### src/rtl/cell_bist_pkg.sv
// Shared definitions for the cell BIST controllers: FSM state encoding and
// the counter widths used by the vector, settle and error counters.
package cell_bist_pkg;

   localparam int VEC_W = 4;
   localparam int ERR_W = VEC_W + 1;
   localparam int SET_W = 4;
   localparam logic [VEC_W-1:0] VEC_LAST = '1;

   typedef enum logic [1:0] {
      IDLE,
      WAIT,
      CHECK,
      FIN
   } bist_state_e;

endpackage

### src/rtl/aoi211_golden.sv
// Golden model of an AOI211 cell: ZN = ~(A | B | (C1 & C2)).
// Purely combinational so other cell BIST controllers can reuse it.
module aoi211_golden (
   input  logic i_a,
   input  logic i_b,
   input  logic i_c1,
   input  logic i_c2,
   output logic o_zn
);

   assign o_zn = ~(i_a | i_b | (i_c1 & i_c2));

endmodule

### src/rtl/aoi211_bist_ctrl.sv
// Exhaustive BIST controller for an AOI211 cell: steps through all 16 input
// vectors, waits SETTLE cycles per vector, and counts ZN mismatches.
module aoi211_bist_ctrl
   import cell_bist_pkg::*;
#(
   parameter int unsigned SETTLE = 2
) (
   input  logic             CK,
   input  logic             RST,
   input  logic             START,
   input  logic             ABORT,
   input  logic             ZN_IN,
   output logic             A,
   output logic             B,
   output logic             C1,
   output logic             C2,
   output logic             BUSY,
   output logic             DONE,
   output logic             PASS,
   output logic [ERR_W-1:0] ERR_CNT,
   output logic [VEC_W-1:0] FIRST_FAIL
);

   bist_state_e      r_state;
   bist_state_e      w_next;
   logic [VEC_W-1:0] r_vec;
   logic [SET_W-1:0] r_settle;
   logic [ERR_W-1:0] r_errCnt;
   logic [VEC_W-1:0] r_firstFail;
   logic             r_busy;
   logic             r_done;
   logic             r_pass;
   logic             w_expected;
   logic             w_abort;
   logic             w_mismatch;

   // Expected response is derived from the registered stimulus, not the counter input.
   aoi211_golden u_golden (
      .i_a  (r_vec[3]),
      .i_b  (r_vec[2]),
      .i_c1 (r_vec[1]),
      .i_c2 (r_vec[0]),
      .o_zn (w_expected)
   );

   assign w_abort    = ABORT && (r_state != IDLE);
   assign w_mismatch = (r_state == CHECK) && (ZN_IN != w_expected);

   always_ff @(posedge CK or posedge RST) begin
      if (RST) r_state <= IDLE;
      else     r_state <= w_next;
   end

   always_comb begin
      w_next = r_state;
      if (w_abort) begin
         w_next = IDLE;
      end else begin
         case (r_state)
            IDLE:    if (START) w_next = WAIT;
            WAIT:    if (r_settle == SET_W'(1)) w_next = CHECK;
            CHECK:   w_next = (r_vec == VEC_LAST) ? FIN : WAIT;
            FIN:     w_next = IDLE;
            default: w_next = IDLE;
         endcase
      end
   end

   // Abort beats everything; error count and first-fail index deliberately keep partial values.
   always_ff @(posedge CK or posedge RST) begin
      if (RST) begin
         r_vec       <= '0;
         r_settle    <= '0;
         r_errCnt    <= '0;
         r_firstFail <= '0;
         r_busy      <= 1'b0;
         r_done      <= 1'b0;
         r_pass      <= 1'b0;
      end else begin
         r_done <= 1'b0;
         if (w_abort) begin
            r_vec  <= '0;
            r_busy <= 1'b0;
            r_pass <= 1'b0;
         end else begin
            case (r_state)
               IDLE: begin
                  if (START) begin
                     r_vec       <= '0;
                     r_settle    <= SET_W'(SETTLE);
                     r_errCnt    <= '0;
                     r_firstFail <= '0;
                     r_pass      <= 1'b0;
                     r_busy      <= 1'b1;
                  end
               end
               WAIT: r_settle <= r_settle - SET_W'(1);
               CHECK: begin
                  if (w_mismatch) begin
                     r_errCnt <= r_errCnt + ERR_W'(1);
                     if (r_errCnt == '0) r_firstFail <= r_vec;
                  end
                  if (r_vec != VEC_LAST) begin
                     r_vec    <= r_vec + VEC_W'(1);
                     r_settle <= SET_W'(SETTLE);
                  end
               end
               FIN: begin
                  r_done <= 1'b1;
                  r_pass <= (r_errCnt == '0);
                  r_vec  <= '0;
                  r_busy <= 1'b0;
               end
               default: r_vec <= '0;
            endcase
         end
      end
   end

   assign A          = r_vec[3];
   assign B          = r_vec[2];
   assign C1         = r_vec[1];
   assign C2         = r_vec[0];
   assign BUSY       = r_busy;
   assign DONE       = r_done;
   assign PASS       = r_pass;
   assign ERR_CNT    = r_errCnt;
   assign FIRST_FAIL = r_firstFail;

endmodule

### config.mk
export PLATFORM = sky130hd
export DESIGN_NAME = aoi211_bist_ctrl
export DESIGN_NICKNAME = d
export VERILOG_FILES = /design/src/rtl/cell_bist_pkg.sv /design/src/rtl/aoi211_golden.sv /design/src/rtl/aoi211_bist_ctrl.sv
export SDC_FILE = /design/constraint.sdc
export NUM_CORES = 1
export LEC_CHECK = 0
export ABC_AREA = 0
export CORE_MARGIN = 2
export CORE_UTILIZATION = 53
export CTS_CLUSTER_SIZE = 16
export DETAILED_ROUTE_END_ITERATION = 10
export PLACE_DENSITY = 0.79
export SLEW_MARGIN = 10
export SYNTH_ARGS = -nofsm -noshare
export SYNTH_HDL_FRONTEND = slang
export SYNTH_SLANG_ARGS = --single-unit
### constraint.sdc
create_clock -name CK -period 2.35 [get_ports CK]
set_input_delay 0.47 -clock CK [delete_from_list [all_inputs] [get_ports CK]]
set_output_delay 0.47 -clock CK [all_outputs]
set_load 0.01 [all_outputs]
After elaboration in Yosys (flattened, before gate mapping)

Cells that the tools add are included.
Widths: inputs -> output; s select.

Bitwise gates (word level): 5
Reductions and logical operators: 15
Mux-type cells: 26
Equal/unequal tests: 14
Add/subtract/negate cells: 3

Operator list:

| kind                | number |
|---|---|
| $mux 4              | 7 |
| $pmux 4 s3          | 2 |
| $mux 5              | 2 |
| $pmux 5 s2          | 1 |
| $mux 2              | 4 |
| $pmux 2 s4          | 1 |
| $pmux 4 s2          | 1 |
| $reduce_and 4->1    | 2 |
| $mux 1              | 6 |
| $ne 3x3->1 const B  | 2 |
| $reduce_bool 3->1   | 2 |
| $add 5x1->5 const B | 1 |
| $logic_not 5->1     | 1 |
| $reduce_and 5->1    | 1 |
| $add 4x1->4 const B | 1 |
| $eq 2x2->1 const B  | 2 |
| $eq 4x1->1 const B  | 1 |
| $eq 4x4->1 const B  | 1 |
| $ne 2x1->1 const B  | 2 |
| $ne 2x2->1 const B  | 2 |
| $ne 4x4->1 const B  | 1 |
| $pmux 1 s2          | 2 |
| $reduce_and 2->1    | 2 |
| $reduce_bool 2->1   | 2 |
| 11 further kinds    | 14 |

Register bits after elaboration: 22
Logic and storage cells: 71
Output and inout bits: 16

Longest topological paths before layout

Gate-level depths: netlist of run 1.

Depth after elaboration: 7
Depth in mapped cells: 7
Depth with buffers taken out: 6

By module

From an unflattened synthesis of run 1, not the netlist that was laid out.

Cell total of the unflattened synthesis: 133
Area total of the unflattened synthesis: 1362.6 um2

Modules (own cells, without submodules):

| module           | area each (um2) | sequential area each (um2) | times used | cells each |
|---|---|---|---|---|
| aoi211_bist_ctrl | 1350.0          | 550.5                      | 1          | 132 |
| aoi211_golden    | 12.5            | 0.0                        | 1          | 1 |

Worst setup path after synthesis of run 1

No wires, ideal clock.

Path type: flip-flop to flip-flop
Start point: register r_state[0]
End point: register r_firstFail[3], in the netlist FIRST_FAIL[3]
Stages on the path, launching flop included: 8
Data arrival time: 1.659 ns
Data required time: 2.271 ns
Path slack: 0.612 ns
Cell sequence: dfrtp_1 inv_1 ha_1 or2_4 o21a_1 clkbuf_8 nor2_1 mux2i_1

Cells in the longest elaborated chain, start to end: 4

Ends and longest elaborated chain:

| item                                                     | RTL line                                                               | RTL |
|---|---|---|
| from (decl)                                              | aoi211_bist_ctrl.sv:24                                                 | `bist_state_e r_state;` |
| from (signal assigned)                                   | aoi211_bist_ctrl.sv:51                                                 | `else r_state <= w_next;` |
| $eq 2x2->1 or $reduce_bool 2->1 (tied branches)          | aoi211_bist_ctrl.sv:47, aoi211_bist_ctrl.sv:86, aoi211_bist_ctrl.sv:46 |  |
| $logic_and 1x1->1, on equally long branches              | aoi211_bist_ctrl.sv:47, aoi211_bist_ctrl.sv:46                         |  |
| $ne 2x2->1 (no source line) or $not 1->1 (tied branches) | --                                                                     |  |
| $reduce_and 5->1 (no source line)                        | --                                                                     |  |
| to (signal assigned)                                     | aoi211_bist_ctrl.sv:101                                                | `if (r_errCnt == '0) r_firstFail <= r_vec;` |
| to (decl)                                                | aoi211_bist_ctrl.sv:29                                                 | `logic [VEC_W-1:0] r_firstFail;` |

Several ways; a longest one is shown, not always the timed one.
A chain may end at the register's enable or synchronous reset.

Worst setup path in the final report of run 1

Start point: register r_state[0]
End point: register r_firstFail[0], in the netlist FIRST_FAIL[0]

Same word-level chain as after synthesis.

==> impl_results.rst, run 1 <==
.. list-table::
   :header-rows: 1

   * - Metric
     - Value
   * - Status
     - finished, final reports clean
   * - Cell taking the most area after synthesis
     - sky130_fd_sc_hd__dfrtp_1
   * - H-tree lvl count
     - 1
   * - Syn_area_per_cell
     - 9.218 um^2
   * - Number of buffers created by CTS
     - 3
   * - Initial antenna violation count
     - 0
   * - Transition time at the pin with the least slew margin
     - 0.4473 ns
   * - Worst R2R Setup Slack
     - 0.26 ns
   * - # IOs
     - 21
   * - Final core utilization
     - between 60% and 70%
   * - Post-route DRC violation count
     - 0
   * - Post-CTS repair timing setup buffer count
     - 0
   * - Vias after detailed routing
     - between 1000 and 1500
   * - Final Critical Period
     - 2.094 ns
   * - Fin Clk Skew
     - between 0.01 and 0.015 ns
   * - Synth unique cells
     - 45
   * - Cells taking the most area after synthesis
     - sky130_fd_sc_hd__dfrtp_1 (41%), sky130_fd_sc_hd__ha_1 (9.2%), sky130_fd_sc_hd__nand2_1 (5.5%), sky130_fd_sc_hd__o21ai_0 (4.8%), sky130_fd_sc_hd__nand3_1 (3.7%)
   * - Root Buffer Master
     - sky130_fd_sc_hd__clkbuf_4
   * - Required time at the worst-slack endpoint
     - 2.62 ns
   * - Largest net degree at the start of global routing
     - 23
   * - Placed wire-length estimate
     - 2237 um
   * - Number of global-route vias before repair
     - 1067
   * - Seq/Total Area, Yosys
     - just over 40%
   * - Routed wire length per instance
     - 14.93 um
   * - Row count
     - 18
   * - Final number of setup-violating endpoints
     - 0
   * - GRT overflow
     - 0
   * - Timing-limited maximum frequency
     - between 400 and 500 MHz
   * - Total power density per cell area
     - about 870 nW/um^2
   * - Post-route ant nets
     - 0
   * - Longest Clk Path Bufs
     - 2
   * - Number of violations of the max-capacitance limit
     - 0
   * - Count leader, synth
     - sky130_fd_sc_hd__dfrtp_1
   * - TritonRoute pass-1 iters
     - 4
   * - Ratio of cells with drive above 1 in the final layout
     - 8.235%
   * - Gate count after technology mapping
     - 147
   * - Register bit count reported by yosys
     - 22
   * - Unrepaired setup endpoints after global routing
     - false
   * - Vertical die dimension
     - 54.57 um
   * - Detailed Route Iter0 Violations
     - 35
   * - Synth warn
     - 0
   * - Final hold viol count
     - 0
   * - Setup TNS
     - 0 ns
   * - Core outline area
     - 2455 um^2
   * - Final std cell area, no fill
     - 1617 um^2
   * - Top cell types by occurrence after synthesis
     - sky130_fd_sc_hd__dfrtp_1 (22), sky130_fd_sc_hd__nand2_1 (20), sky130_fd_sc_hd__o21ai_0 (13)
   * - CTS Sinks
     - 22
   * - Buffers on Ports
     - 20
   * - Total leakage power
     - approximately 0.71 nW
   * - GR Util All Layers
     - a little under a quarter
   * - Top_reg_cell synth
     - sky130_fd_sc_hd__dfrtp_1
   * - # hold bufs at CTS
     - 0
   * - Hold Crit Class
     - primary input to asynchronous set/reset pin
   * - Placed instance area
     - 1580 um^2
   * - Synth Cell Area
     - 1355 um^2
   * - Die boundary width
     - about 55 um
   * - Net count of the mapped netlist
     - 162
   * - Initial core utilization
     - 55.20%
   * - PostCTS Resize Cnt
     - 0
   * - Synthesis-to-finish area growth
     - 19.30%
   * - Post-Route WL
     - 2985 um
   * - Arr. time, crit path
     - 2.36 ns
   * - Share of Yosys cell area claimed by the top area cell type
     - about 40%
   * - Headroom to the max-slew limit
     - a little over two thirds
   * - TritonCTS clock tree
     - built
   * - Peak VDD IR
     - 0.0005435 V
   * - Final number of max-transition violations
     - 0
   * - Number of antenna diodes
     - 0
   * - Number of fill cells
     - 220
   * - Wire length of the first global-routing pass
     - 4816 um
   * - Placer congestion estimate
     - 0.8522
   * - Routed via count divided by cell count
     - 5.900
   * - Number of enable-type register cells in the synthesized netlist
     - 0
   * - Async set-reset flop share out of synthesis
     - 100.0%
   * - Crit path capture type
     - flip-flop
   * - Net count, final
     - 186
   * - Tcrit/Tclk final
     - 89.12%
   * - Clock Pin Slew Worst Setup and Hold Paths
     - 0.13 ns
   * - Area of the die
     - 2977 um^2
   * - Largest fanout of any net on the critical path
     - 13
   * - Setup CP Type
     - flip-flop to flip-flop
   * - Total power consumption of the routed design
     - about 1.4 mW
   * - Clock Latency Late Sink
     - 0.32 ns
   * - Kind of start point of the critical path
     - flip-flop
## metrics by stage
step | hold slack [ns] | worst slack [ns] | cells
after floorplan | 0.4592 | 0.6120 | 147
after global placement | 0.4815 | 0.3147 | 196
after detailed placement | 0.4968 | 0.1901 | 196
after CTS | 0.4787 | 0.2861 | 200
after global routing | 0.5287 | 0.1307 | 200
final | 0.4721 | 0.2556 | 200
## flip-flops by register name (all words and copies together) (netlist names)
name and flops:
FIRST_FAIL 4, r_vec 4, r_settle 4, r_state 2
BUSY 1, ERR_CNT 5, DONE 1, PASS 1
## final timing paths
check                                 from       endpoint  depth (start not counted)
worst max register to register  r_state[0]  FIRST_FAIL[0]                          6
worst min register to register        BUSY           BUSY                          2
min in group CK                       BUSY           BUSY                          2
worst max-delay path            r_state[0]  FIRST_FAIL[0]                          6
worst min-delay path                   RST     ERR_CNT[1]                          3
max in group asynchronous              RST    r_settle[2]                          3
## cell type report
cell class,count,area [um^2],share of cell area (%)
Multi-Input combinational cell,111,732.0,45.28
Sequential cell,22,550.5,34.06
Timing Repair Buffer,23,222.7,13.78
Inverter,10,37.54,2.322
Tap cell,30,37.54,2.322
Clock buffer,4,36.28,2.245
## metal layers
| layer | part of all wire, % | wire (um) | track usage (%) | up-vias |
|---|---|---|---|---|
| met2 | 49 | 1474 | 36.95 | 26 |
| met4 | 1.6 | 47 | 7.917 | 0 |
| met3 | 4.1 | 121 | 3.005 | 5 |
| met5 | 0 | 0 | 0 | - |
| li1 | - | - | - | 578 |
| met1 | 45 | 1342 | 31.30 | 571 |
## cells in the final DEF (no fill, tap or decap), types with 2 or more instances in the layout
master                            instances
sky130_fd_sc_hd__o311ai_1                 2
sky130_fd_sc_hd__nand2_1                 20
sky130_fd_sc_hd__clkdlybuf4s50_1         20
sky130_fd_sc_hd__dfrtp_1                 22
sky130_fd_sc_hd__inv_1                   10
sky130_fd_sc_hd__clkbuf_4                 3
sky130_fd_sc_hd__o21ai_0                 13
sky130_fd_sc_hd__nor3_1                   4
sky130_fd_sc_hd__nand3_1                 10
sky130_fd_sc_hd__nand2b_1                 4
sky130_fd_sc_hd__o21ai_1                  2
sky130_fd_sc_hd__a21oi_1                  7
sky130_fd_sc_hd__mux2i_1                  2
sky130_fd_sc_hd__nor2b_1                  2
sky130_fd_sc_hd__buf_4                    3
sky130_fd_sc_hd__ha_1                    10
sky130_fd_sc_hd__nor2_1                   7
## kinds of logic after synthesis
| logic type | after synthesis | synth area share, % |
|---|---|---|
| buffers and inverters | 14 | 5.356 |
| adder cells (fa/ha/maj) | 10 | 9.234 |
| AND/OR/NAND/NOR | 58 | 23.36 |
| multiplexers | 3 | 2.308 |
| AO/OA/AOI/OAI | 40 | 19.12 |
| flip-flops | 22 | 40.63 |
## critical path, stage by stage, from the launching register on
cell and delay, ns:
sky130_fd_sc_hd__dfrtp_1 0.51, sky130_fd_sc_hd__inv_1 0.13, sky130_fd_sc_hd__ha_1 0.27, sky130_fd_sc_hd__or2_4 0.29, sky130_fd_sc_hd__o21a_1 0.33, sky130_fd_sc_hd__or3_1 0.43
sky130_fd_sc_hd__nand3_1 0.08
## report_power, final
group	switching [mW]	total, mW	internal (mW)
Combinational	0.367	0.642	0.275
Clock	0.120	0.214	0.0948
Sequential	0.0937	0.546	0.453
Power figures use the tool's default switching activity.
==> run 2, diff against run 1 <==
CORE_UTILIZATION = 57   (was 53)
GPL_TIMING_DRIVEN = 0   (was unset)
PLACE_DENSITY = 0.84   (was 0.79)
clock period = 2.49 ns   (was 2.35 ns; I/O delays follow)
==> run 2 against run 1 <==
Against the previous run:
- first-iteration DRC count down 23%
- hold slack better by 0.041 ns
- critical path depth unchanged
- total power down 6.0%
- cell area up 0.62%
- routed wire length down 4.0%
- clock-buffer cell count unchanged
- clock skew down 0.0038 ns
- register-to-register slack better by 0.21 ns
- largest cell class unchanged
==> impl_results.rst, run 2 (synthesis gave the netlist of run 1 again) <==
.. list-table::
   :header-rows: 1

   * - Metric
     - Value
   * - Status
     - finished, final reports clean
   * - H-tree lvl count
     - 1 (unchanged)
   * - Largest fanout of any net on the critical path
     - 7 (-6)
   * - PostCTS Resize Cnt
     - 0 (unchanged)
   * - Number of fill cells
     - 177 (-20%)
   * - Die boundary width
     - 52.76 um (-3.3%)
   * - Worst stage delay on the critical path
     - 0.48 ns (-0.03 ns)
   * - Wire length of the first global-routing pass
     - 4802 um (-0.29%)
   * - # hold bufs at CTS
     - 0 (unchanged)
   * - Timing-limited maximum frequency
     - 493.0 MHz (+3.2%)
   * - Unrepaired setup endpoints after global routing
     - false
   * - Crit path capture type
     - flip-flop
   * - Highest-delay cell along the critical path
     - sky130_fd_sc_hd__dfrtp_1
   * - Hold Crit Class
     - flip-flop to flip-flop
   * - Buffers on Ports
     - 20 (unchanged)
   * - Routed via count divided by cell count
     - 5.849 (-0.86%)
   * - Placed instance area
     - 1590 um^2 (+0.63%)
   * - Highest routing layer actually used
     - met4
   * - Final number of setup-violating endpoints
     - 0 (unchanged)
   * - # IOs
     - 21 (unchanged)
   * - GRT overflow
     - 0 (unchanged)
   * - Final core utilization
     - 72.83% (+7.0 points)
   * - Transition time at the pin with the least slew margin
     - 0.8521 ns (+0.4048 ns)
   * - GR Util All Layers
     - 23.63% (+0.81 points)
   * - Total power density per cell area
     - 810.6 nW/um^2 (-6.6%)
   * - Crit path setup slack, layout
     - 0.4615 ns (+0.2059 ns)
   * - Number of violations of the max-capacitance limit
     - 0 (unchanged)
   * - Number of antenna diodes
     - 0 (unchanged)
   * - Largest net degree at the start of global routing
     - 23 (unchanged)
   * - Initial core utilization
     - 60.67% (+5.5 points)
   * - Worst slack at placement
     - 0.2805 ns (+0.09037 ns)
   * - Kind of start point of the critical path
     - flip-flop
   * - Final Critical Period
     - 2.028 ns (-0.06592 ns)
   * - Post-route ant nets
     - 0 (unchanged)
   * - Final std cell area, no fill
     - 1627 um^2 (+0.62%)
   * - Initial antenna violation count
     - 0 (unchanged)
   * - Fin Clk Skew
     - 0.006686 ns (-0.003810 ns)
   * - Placer congestion estimate
     - 0.8586 (+0.75%)
   * - Worst Path Buf+Inv
     - 1 (unchanged)
   * - TritonCTS clock tree
     - built
   * - Number of global-route vias before repair
     - 1135 (+6.4%)
   * - Non-filler cells, final
     - 199 (-0.50%)
   * - Post-CTS repair timing setup buffer count
     - 0 (unchanged)
   * - Synthesis-to-finish area growth
     - 20.04%
   * - Ratio of cells with drive above 1 in the final layout
     - 8.772% (+0.54 points)
   * - Post-Route WL
     - 2865 um (-4.0%)
   * - Arr. time, crit path
     - 2.24 ns (-0.12 ns)
   * - Largest delay share family, worst path
     - simple AND/OR/NAND/NOR gates
   * - Routed wire length on met3
     - 129 um (+6.6%)
   * - Core outline area
     - 2233 um^2 (-9.0%)
   * - Leading cell types in the layout, fill and taps excluded
     - sky130_fd_sc_hd__dfrtp_1 (22), sky130_fd_sc_hd__nand2_1 (20), sky130_fd_sc_hd__clkdlybuf4s50_1 (20)
   * - Ordered list of cells on the worst path
     - inv_1 > ha_1 > nor2b_1 > nor2_1 > and3_1 > mux2_2
   * - Vertical die dimension
     - 52.76 um (-3.3%)
   * - Peak VDD IR
     - 0.0005374 V (-1.1%)
   * - Total leakage power
     - 0.7206 nW (+1.3%)
   * - Total power consumption of the routed design
     - 1.319 mW (-6.0%)
   * - Detailed Route Iter0 Violations
     - 27 (-23%)
   * - Vias after detailed routing
     - 1164 (-1.4%)
   * - Area of the die
     - 2783 um^2 (-6.5%)
   * - Routed wire length per instance
     - 14.40 um (-3.5%)
   * - Headroom to the max-slew limit
     - 43.13% (-27 points)
   * - Setup TNS
     - 0 ns (unchanged)
   * - Net count, final
     - 187 (+0.54%)
   * - Most common library cell in the layout ignoring fill and taps
     - sky130_fd_sc_hd__dfrtp_1
   * - Setup CP Type
     - flip-flop to flip-flop
   * - Longest Clk Path Bufs
     - 2 (unchanged)
   * - Worst hold-check slack
     - 0.5130 ns (+0.04094 ns)
   * - Required time at the worst-slack endpoint
     - 2.70 ns (+0.08 ns)
   * - Flip-flop count of the largest register after layout
     - 5 (unchanged)
   * - Placed wire-length estimate
     - 2212 um (-1.1%)
   * - Number of buffers created by CTS
     - 3 (unchanged)
   * - CTS Sinks
     - 22 (unchanged)
   * - Final number of max-transition violations
     - 0 (unchanged)
   * - Cells after DPL
     - 195 (-0.51%)
   * - Final hold viol count
     - 0 (unchanged)
   * - Met2 WL post-DR
     - 1470 um (-0.27%)
   * - Post-route DRC violation count
     - 0 (unchanged)
   * - Clock Pin Slew Worst Setup and Hold Paths
     - 0.13 ns (about the same)
   * - TritonRoute pass-1 iters
     - 4 (unchanged)
   * - Tcrit/Tclk final
     - 81.46% (-7.7 points)
   * - Met1 Wirelength
     - 1247 um (-7.1%)
   * - Root Buffer Master
     - sky130_fd_sc_hd__clkbuf_4
   * - Row count
     - 17 (-1)
   * - Clock Latency Late Sink
     - 0.31 ns (about the same)
## run 2: per-layer routing
layer / GRT usage [%] / vias up
met5: 0 / -
met4: 7.265 / 0
met3: 2.857 / 2
met2: 41.46 / 28
met1: 30.05 / 560
li1: - / 574
## run 2: power by group
group	internal [mW]	switching (mW)	leakage [nW]
clock	0.0892	0.109	0.0210
combinational	0.265	0.343	0.403
sequential	0.427	0.0846	0.296
## run 2: worst paths after layout
check                      slack [ns]  depth (start not counted)     endpoint  startpoint
setup / recovery                 0.46                          6     r_vec[0]  r_state[0]
hold / removal                   0.51                          2         BUSY        BUSY
setup reg to reg                 0.46                          6     r_vec[0]  r_state[0]
hold reg to reg                  0.51                          2         BUSY        BUSY
max in group asynchronous        1.32                          2  r_settle[1]         RST
min in group asynchronous        0.65                          2   r_state[0]         RST
## run 2: layout make-up
type / instances / area (um^2) / area share [%]
Tap cell: 28 / 35.03 / 2.154
Inverter: 10 / 37.54 / 2.308
Buffer: 4 / 35.03 / 2.154
Multi-Input combinational cell: 111 / 732.0 / 45.00
Clock buffer: 4 / 36.28 / 2.231
Sequential cell: 22 / 550.5 / 33.85
Timing Repair Buffer: 20 / 200.2 / 12.31
## run 2: tightest hold or removal path, delay by kind of cell (launching register included)
kind	cells	cell delay [ns]
DFF	1	0.37
AOI/OAI and AO/OA	1	0.06
and+or+nand+nor	1	0.05
